<file path="src/rtl/wb_select_pkg.sv">
`default_nettype none
// ============================================================================
// Module   : wb_pkg
// Purpose  : Shared types and constants for the write-back source selector.
//            Load-size encoding used by the load extender, and the canonical
//            source index assignment of the multicycle datapath.
// Revision : 1.0  initial release
// ============================================================================
package wb_pkg;

    // Load access size; 2'b11 is reserved and behaves like a full word.
    typedef enum logic [1:0] {
        LS_WORD = 2'b00,
        LS_HALF = 2'b01,
        LS_BYTE = 2'b10
    } ls_size_t;

    // Write-back source indices
    localparam int SRC_ALUOUT   = 0;
    localparam int SRC_LS       = 1;
    localparam int SRC_HI       = 2;
    localparam int SRC_LO       = 3;
    localparam int SRC_SE1      = 4;
    localparam int SRC_SE16     = 5;
    localparam int SRC_SHL      = 6;
    localparam int SRC_REGSHIFT = 7;
    localparam int SRC_CONST227 = 8;

endpackage : wb_pkg
`default_nettype wire

</file>
<file path="src/rtl/wb_select_if.sv">
`default_nettype none
// ============================================================================
// Module   : wb_select_if
// Purpose  : Bundle of request-side and register-file-side signals of the
//            write-back selector.
//   Request  : in_valid, in_ready, sel, src, dest, ls_size, ls_signed, flush
//   Result   : wb_valid, wb_ready, Write_data, wb_dest, wb_we, sel_err
//   Modports : master (datapath / testbench side), slave (selector side)
// Revision : 1.0  initial release
// ============================================================================
interface wb_select_if #(
    parameter int DATA_W = 32,
    parameter int NSRC   = 16,
    parameter int ADDR_W = 5
);
    localparam int SEL_W = $clog2(NSRC);

    logic                   in_valid;
    logic                   in_ready;
    logic [SEL_W-1:0]       sel;
    logic [NSRC*DATA_W-1:0] src;
    logic [ADDR_W-1:0]      dest;
    logic [1:0]             ls_size;
    logic                   ls_signed;
    logic                   flush;
    logic                   wb_valid;
    logic                   wb_ready;
    logic [DATA_W-1:0]      Write_data;
    logic [ADDR_W-1:0]      wb_dest;
    logic                   wb_we;
    logic                   sel_err;

    modport master (
        output in_valid, sel, src, dest, ls_size, ls_signed, flush, wb_ready,
        input  in_ready, wb_valid, Write_data, wb_dest, wb_we, sel_err
    );

    modport slave (
        input  in_valid, sel, src, dest, ls_size, ls_signed, flush, wb_ready,
        output in_ready, wb_valid, Write_data, wb_dest, wb_we, sel_err
    );

endinterface : wb_select_if
`default_nettype wire

</file>
<file path="src/rtl/wb_select_load_ext.sv">
`default_nettype none
// ============================================================================
// Module   : load_ext
// Purpose  : Combinational size / sign extension of raw load data.
//   din       : raw load word
//   ls_size   : 00 word, 01 half [15:0], 10 byte [7:0], 11 treated as word
//   ls_signed : 1 replicate field MSB into upper bits, 0 zero-fill
//   dout      : extended word
// Revision : 1.0  initial release
// ============================================================================
module load_ext
    import wb_pkg::*;
#(
    parameter int DATA_W = 32
) (
    input  logic [DATA_W-1:0] din,
    input  logic [1:0]        ls_size,
    input  logic              ls_signed,
    output logic [DATA_W-1:0] dout
);

    always_comb begin
        dout = din;
        case (ls_size_t'(ls_size))
            LS_HALF: dout = {{(DATA_W-16){ls_signed & din[15]}}, din[15:0]};
            LS_BYTE: dout = {{(DATA_W-8){ls_signed & din[7]}}, din[7:0]};
            default: dout = din;
        endcase
    end

endmodule : load_ext
`default_nettype wire

</file>
<file path="src/rtl/wb_select.sv">
`default_nettype none
// ============================================================================
// Module   : wb_select
// Purpose  : Write-back source selector. Picks one of NSRC sources, optionally
//            extends load data on source LS_IDX, and holds the result with its
//            destination in a one-entry valid/ready stage toward the register
//            file. Generates write-enable (suppressed for register 0) and a
//            sticky illegal-select flag.
//   clk, reset : clock, synchronous active-high reset
//   bus        : wb_select_if.slave (request in, result out)
// Build option : WB_LOAD_EXT_EN -- when defined, source LS_IDX is size/sign
//                extended per ls_size/ls_signed; otherwise passed unmodified.
// Revision : 1.0  initial release
// ============================================================================
module wb_select
    import wb_pkg::*;
#(
    parameter int DATA_W = 32,
    parameter int NSRC   = 16,
    parameter int LS_IDX = SRC_LS,
    parameter int ADDR_W = 5
) (
    input  logic        clk,
    input  logic        reset,
    wb_select_if.slave  bus
);

    localparam int SEL_W = $clog2(NSRC);

    logic              r_valid;
    logic [DATA_W-1:0] r_data;
    logic [ADDR_W-1:0] r_dest;
    logic              r_sel_err;

    logic              w_in_ready;
    logic              w_accept;
    logic              w_sel_ok;
    logic [DATA_W-1:0] w_raw;
    logic [DATA_W-1:0] w_ext;
    logic [DATA_W-1:0] w_capture;

    // One-entry stage: free when empty or being drained this cycle.
    assign w_in_ready = !r_valid || bus.wb_ready;
    assign w_accept   = bus.in_valid && w_in_ready && !bus.flush;
    assign w_sel_ok   = int'(bus.sel) < NSRC;

    // Out-of-range selects fall through with zero data.
    always_comb begin
        w_raw = '0;
        for (int k = 0; k < NSRC; k++) begin
            if (bus.sel == SEL_W'(k)) begin
                w_raw = bus.src[k*DATA_W +: DATA_W];
            end
        end
    end

`ifdef WB_LOAD_EXT_EN
    logic [DATA_W-1:0] w_ld_ext;

    load_ext #(
        .DATA_W    (DATA_W)
    ) u_load_ext (
        .din       (w_raw),
        .ls_size   (bus.ls_size),
        .ls_signed (bus.ls_signed),
        .dout      (w_ld_ext)
    );

    assign w_ext = (bus.sel == SEL_W'(LS_IDX)) ? w_ld_ext : w_raw;
`else
    logic w_unused_ls;

    assign w_ext       = w_raw;
    assign w_unused_ls = ^{bus.ls_size, bus.ls_signed};
`endif

    assign w_capture = w_sel_ok ? w_ext : '0;

    // Flush outranks both accept and drain; data/dest only move on accept.
    always_ff @(posedge clk) begin
        if (reset) begin
            r_valid   <= 1'b0;
            r_data    <= '0;
            r_dest    <= '0;
            r_sel_err <= 1'b0;
        end else if (bus.flush) begin
            r_valid   <= 1'b0;
        end else if (w_accept) begin
            r_valid   <= 1'b1;
            r_data    <= w_capture;
            r_dest    <= bus.dest;
            if (!w_sel_ok) begin
                r_sel_err <= 1'b1;
            end
        end else if (r_valid && bus.wb_ready) begin
            r_valid   <= 1'b0;
        end
    end

    assign bus.in_ready   = w_in_ready;
    assign bus.wb_valid   = r_valid;
    assign bus.Write_data = r_data;
    assign bus.wb_dest    = r_dest;
    assign bus.wb_we      = r_valid && (r_dest != '0);
    assign bus.sel_err    = r_sel_err;

endmodule : wb_select
`default_nettype wire
</file>
<file path="src/flat_wrapper.sv">
// flat-port wrapper written by rule: the top's interface ports become plain ports
module wb_select_flat import wb_pkg::*;
#(
    parameter int DATA_W = 32,
    parameter int NSRC   = 16,
    parameter int LS_IDX = SRC_LS,
    parameter int ADDR_W = 5
)
  (clk, reset, bus_in_valid, bus_sel, bus_src, bus_dest, bus_ls_size, bus_ls_signed, bus_flush, bus_wb_ready, bus_in_ready, bus_wb_valid, bus_Write_data, bus_wb_dest, bus_wb_we, bus_sel_err);
  wb_select_if #(.DATA_W(DATA_W), .NSRC(NSRC), .ADDR_W(ADDR_W)) bus_i ();
  input  logic clk;
  input  logic reset;
  input wire logic [$bits(bus_i.in_valid)-1:0] bus_in_valid;
  input wire logic [$bits(bus_i.sel)-1:0] bus_sel;
  input wire logic [$bits(bus_i.src)-1:0] bus_src;
  input wire logic [$bits(bus_i.dest)-1:0] bus_dest;
  input wire logic [$bits(bus_i.ls_size)-1:0] bus_ls_size;
  input wire logic [$bits(bus_i.ls_signed)-1:0] bus_ls_signed;
  input wire logic [$bits(bus_i.flush)-1:0] bus_flush;
  input wire logic [$bits(bus_i.wb_ready)-1:0] bus_wb_ready;
  output wire logic [$bits(bus_i.in_ready)-1:0] bus_in_ready;
  output wire logic [$bits(bus_i.wb_valid)-1:0] bus_wb_valid;
  output wire logic [$bits(bus_i.Write_data)-1:0] bus_Write_data;
  output wire logic [$bits(bus_i.wb_dest)-1:0] bus_wb_dest;
  output wire logic [$bits(bus_i.wb_we)-1:0] bus_wb_we;
  output wire logic [$bits(bus_i.sel_err)-1:0] bus_sel_err;
  assign bus_i.in_valid = bus_in_valid;
  assign bus_i.sel = bus_sel;
  assign bus_i.src = bus_src;
  assign bus_i.dest = bus_dest;
  assign bus_i.ls_size = bus_ls_size;
  assign bus_i.ls_signed = bus_ls_signed;
  assign bus_i.flush = bus_flush;
  assign bus_i.wb_ready = bus_wb_ready;
  assign bus_in_ready = bus_i.in_ready;
  assign bus_wb_valid = bus_i.wb_valid;
  assign bus_Write_data = bus_i.Write_data;
  assign bus_wb_dest = bus_i.wb_dest;
  assign bus_wb_we = bus_i.wb_we;
  assign bus_sel_err = bus_i.sel_err;
  wb_select #(.DATA_W(DATA_W), .NSRC(NSRC), .LS_IDX(LS_IDX), .ADDR_W(ADDR_W)) u_core (.clk(clk), .reset(reset), .bus(bus_i));
endmodule
</file>
<file path="config.mk">
export PLATFORM = sky130hd
export DESIGN_NAME = wb_select_flat
export DESIGN_NICKNAME = d
export VERILOG_FILES = /design/src/rtl/wb_select_pkg.sv /design/src/rtl/wb_select_if.sv /design/src/rtl/wb_select_load_ext.sv /design/src/rtl/wb_select.sv /design/src/flat_wrapper.sv
export SDC_FILE = /design/constraint.sdc
export NUM_CORES = 1
export LEC_CHECK = 0
export ABC_AREA = 0
export BUFFER_PORTS_ARGS = -buffer_cell sky130_fd_sc_hd__buf_4
export CORE_AREA = 4 4 218 220
export CTS_CLUSTER_SIZE = 28
export DETAILED_ROUTE_END_ITERATION = 10
export DIE_AREA = 0 0 222 224
export PLACE_DENSITY = 0.36
export SKIP_LAST_GASP = 1
export SLEW_MARGIN = 20
export SYNTH_ARGS = -nofsm -noshare
export SYNTH_HDL_FRONTEND = slang
export SYNTH_SLANG_ARGS = --single-unit
</file>
<file path="constraint.sdc">
create_clock -name clk -period 3.02 [get_ports clk]
set_clock_uncertainty 0.15 [all_clocks]
set_input_delay 0.151 -clock clk [delete_from_list [all_inputs] [get_ports clk]]
set_output_delay 0.151 -clock clk [all_outputs]
set_load 0.05 [all_outputs]
</file>
### Word level (Yosys, flattened, before mapping)

Cells that the tools add are included.

* memory bits (writable): 0
* output and inout port bits: 41
* input port bits: 529
* memory bits (read-only): 0
* bits in latches: 0
* memories kept: 0
* flip-flop bits (word level): 38

* $lt $le $gt $ge: 0
* multipliers: 0
* multiplexer cells: 18
* $add $sub $neg: 0
* reductions and logical operators: 12
* bitwise operators: 1
* divide/modulo/power cells: 0
* shift operators: 0
* equal/unequal tests: 15

Operator list (number)
* 32-bit two-way mux: 16
* 4-bit equality test, second input constant: 8
* 4-bit by 3-bit equality test with 1-bit output, second input constant: 4
* 4-bit by 2-bit equality test with 1-bit output, second input constant: 2
* 5-bit nonzero test: 1
* 4-bit by 1-bit equality test with 1-bit output, second input constant: 1
* 1-bit logical AND: 4
* 4-bit zero test: 1
* 1-bit zero test: 2
* 1-bit two-way mux: 2
* 2-bit AND reduction: 1
* 2-bit nonzero test: 1
* 2-bit OR reduction: 1
* 1-bit logical OR: 1
* 1-bit inverter: 1

### Logic depth before layout (Yosys ltp)

* word-level depth: 17
* gate-level depth with buffers: 10
* gate-level depth less buffers: 6

### Worst setup path before layout

No wires, ideal clock.

* path type: register -> register
* start: reg u_core.r_valid, in the netlist u_core.bus.wb_valid
* end: reg u_core.r_data[15], in the netlist u_core.bus.Write_data[15]
* slack: 0.773 ns
* arrival: 1.975 ns
* library setup time: 0.122 ns
* stages on the path, launching flop included: 7
* cell sequence: dfxtp_1 and2b_1 inv_1 nand3_1 a211oi_1 a21boi_0 a221o_1

* word-level cells in the longest chain between the ends: 5

Ends and longest elaborated chain
* start: declaration: RTL line wb_select.sv:30 `logic r_valid;`
* start signal: assignment: RTL line wb_select.sv:82 `r_valid <= 1'b0;`
* start signal: assignment: RTL line wb_select.sv:87 `r_valid <= 1'b0;`
* start signal: assignment: RTL line wb_select.sv:89 `r_valid <= 1'b1;`
* 1-bit zero test: RTL line wb_select.sv:43 `assign w_in_ready = !r_valid || bus.wb_ready;`
* 1-bit logical OR: RTL line wb_select.sv:43
* net bus_in_ready: RTL line flat_wrapper.sv:21 `output wire logic [$bits(bus_i.in_ready)-1:0] bus_in_ready;`
* 1-bit logical AND (2 in series): RTL line wb_select.sv:44 `assign w_accept = bus.in_valid && w_in_ready && !bus.flush;`
* 2-bit AND reduction (no line)
* end signal: assignment: RTL line wb_select.sv:90 `r_data <= w_capture;`
* end: declaration: RTL line wb_select.sv:31 `logic [DATA_W-1:0] r_data;`

The timed path passes the listed nets, and every way through them passes these cells.
A chain may end at the register's enable or synchronous reset.

### Worst setup path in the final report

* start: reg u_core.r_valid, in the netlist u_core.bus.wb_valid
* end: reg u_core.r_data[28], in the netlist u_core.bus.Write_data[28]

* word-level cells in the longest chain between the ends: 5

Ends and longest elaborated chain (RTL line)
* 1-bit zero test: wb_select.sv:43
* 1-bit logical OR: wb_select.sv:43
* 1-bit logical AND (2 in series): wb_select.sv:44
* 2-bit AND reduction (no line)

Every way passes these cells.

==> results.json <==
{
  "routabilityCongestion": 0.886,
  "reg2regPathDepth": 5,
  "crit_end": "u_core.bus.Write_data[28]",
  "path_max_fanout": 20,
  "synth.net_count": 1444,
  "pin_count": 570,
  "slew-limit-headroom": 0.465,
  "drtAntennaViolNets": 0,
  "htree_levels": 2,
  "dieArea_um2": 49700,
  "final-hold-violation-count": 0,
  "placed_cell_area_um2": 11800,
  "regToRegSetupSlack_ps": 630,
  "yosysTopAreaCell": "dfxtp_1",
  "avgSynthCellArea_um2": 7.50,
  "timing.rr.end": "u_core.bus.Write_data[28]",
  "seq_power_share": 0.187,
  "synth_edf_count": 0,
  "period_share": 0.793,
  "avgViaCountPerCell": 4.93,
  "slowest_delay_ps": 720,
  "p_sw_uw": 1250,
  "critPathBufInv": 0,
  "cts_resized": 0,
  "path_cells": "and2b_1 -> or3_2 -> and2_0 -> o21ai_0 -> o221ai_1",
  "drt_iter0_drc": 534,
  "yosysSeqAreaShare": 0.111,
  "critPathKind": "flip-flop to flip-flop",
  "dieWidth_um": 222,
  "cts_sinks": 38,
  "rr_startpoint": "u_core.bus.wb_valid",
  "cellLeakagePower_uw": 0.00528,
  "cap_violations": 0,
  "min_period_ps": 2390,
  "io_buffers": 565,
  "status": "complete, no violations",
  "slew_violations": 0,
  "path_delay_family": "simple AND/OR/NAND/NOR gates",
  "p_per_area_nw_per_um2": 247,
  "clkLatencyLatePin_ps": 310,
  "drtPass1Iterations": 5,
  "syn_area_um2": 6860,
  "areaGrowthSynthToFinish_pct": 75.7,
  "crit_path_end_kind": "flip-flop",
  "synth_cell_types": 82,
  "timing.hold.ws_ps": 18.6,
  "drc": 0,
  "tightest_slew_ps": 800,
  "cts-root-buf": "clkbuf_16",
  "die_h_um": 224,
  "hp-class": "input pin to flip-flop",
  "cts_tree": "built",
  "final_common_cell": "buf_4",
  "rsz0062_at_grt": "false",
  "p_clk_frac": 0.209,
  "synth_top_area_frac": 0.111,
  "startpoint": "u_core.bus.wb_valid",
  "dp_hpwl_um": 52100,
  "final_cell_mix": "630 x buf_4, 90 x a21oi_1, 74 x o21ai_0, 68 x nand2_1, 49 x nor2_1",
  "critPathSlowestCell": "or3_2",
  "grt_antenna_before_repair": 9,
  "synthTopCellsByArea": "dfxtp_1 11%, mux2i_1 7.0%, a21oi_1 6.6%",
  "clk_path_buf_depth": 2,
  "power_uw": 2980,
  "wirelength_um": 63000,
  "clk_pin_slew_ps": 80,
  "coreArea_um2": 45300,
  "clock.fmax_mhz": 418,
  "p_sw_frac": 0.420,
  "drive_above_1_share": 0.496,
  "ir_drop_uv": 170,
  "rows": 78,
  "numCtsBuffers": 5,
  "ys.flop_type": "dfxtp_1",
  "fin_setup_tns_ps": 0,
  "p_int_uw": 1730,
  "initial_core_util": 0.152,
  "synthArstFlopShare": 0,
  "synth_seq_cells": 38,
  "num_vias": 10220,
  "path_depth": 5,
  "combPwrFrac": 0.604,
  "wl_per_cell_um": 30.4,
  "grt_pass1_wl_um": 85400,
  "synthCells": 915,
  "grt_usage": 0.239,
  "stdcell_area_um2": 12100,
  "grt_pass1_vias": 11178,
  "grt_start_max_net_pins": 48,
  "cp.required_ps": 3040,
  "critPathLaunchType": "flip-flop",
  "setup-violations-final": 0,
  "critical_path_arrival_ps": 2410,
  "nets": 1993,
  "grt_overflow": 0,
  "yosys_warnings": 0
}
[stage by stage]
stage                     std cells   util  worst slack, ps
final                          2072  0.266              627
after global placement         2048  0.261              418
after CTS                      2065  0.266              605
after global routing           2066  0.266              557
after floorplan                 915      -              773
after detailed placement       2048  0.261              452
[timing repair]
item	CTS	global route
hold buffers	9	0
endpoints found under the hold margin	9	0
setup endpoints to repair	0	0
buffers inserted	0	0
[power by group through the flow]
stage	Sequential [µW]	Clock (µW)	Combinational [µW]
6_report	556	623	1800
5_1_grt	560	662	1910
4_1_cts	556	656	1820
3_5_place_dp	567	0	1800
3_3_place_gp	566	0	1800
2_1_floorplan	677	0	678
[synth_stat cells (all sizes together) (6+ instances only)]
master	n
a21oi	90
a32oi	6
mux4	13
o221ai	19
a221oi	18
a22o	9
nand2	68
a31o	6
nand3	30
a21o	6
a211oi	20
o21ai	79
a221o	13
o21a	8
clkbuf	26
a21boi	6
a31oi	13
nor2b	18
nand2b	16
o32ai	7
and3	6
dfxtp	38
nor2	51
o211ai	12
buf	80
inv	6
nor3	16
mux2	40
o22ai	40
a22oi	25
mux2i	48
[cells by family (layout without fill, tap and decap cells)]
kind of cell,Yosys count,in the layout,share of synthesized area
flip-flops,38,38,0.111
buffers and inverters,113,663,0.109
other,1,8,0.000546
AO/OA/AOI/OAI,422,422,0.422
AND/OR/NAND/NOR,240,240,0.178
multiplexers,101,101,0.180
[worst min-delay path by stage]
stage	from	endpoint	slack [ps]	cells past startpoint
floorplan	bus_dest[0]	u_core.bus.wb_dest[0]	140	2
global placement	bus_dest[0]	u_core.bus.wb_dest[0]	250	3
detailed placement	bus_dest[4]	u_core.bus.wb_dest[4]	260	3
CTS	bus_src[265]	u_core.bus.Write_data[9]	9	3
global route	bus_src[265]	u_core.bus.Write_data[9]	40	3
finish	bus_src[265]	u_core.bus.Write_data[9]	20	3
[sequential cells by signal (all words and copies together), names as in the netlist]
signal	cells
u_core.bus.Write_data	32
u_core.bus.wb_valid	1
u_core.bus.wb_dest	5
[area by class of cell]
cell class                      count  area (µm²)
Antenna cell                        7        17.5
Clock buffer                        6         139
Clock inverter                      2        12.5
Fill cell                        5116       33200
Inverter                            7        26.3
Multi-Input combinational cell    764        5370
Sequential cell                    38         761
Tap cell                          600         751
Timing Repair Buffer              648        4990
[worst reg2reg max path, stage by stage, from the launching register on]
cell,delay [ps]
dfxtp_1,350
and2b_1,250
or3_2,720
and2_0,270
o21ai_0,300
o221ai_1,220
[routing by layer]
layer,vias up,routed length (µm),share of wire,GRT usage
met5,-,52,0.00083,0
met4,8,1840,0.029,0.0654
met3,75,4890,0.078,0.0747
met2,484,31600,0.50,0.436
met1,4926,24600,0.39,0.270
li1,4727,-,-,-
(Power assumes the default switching activity.)
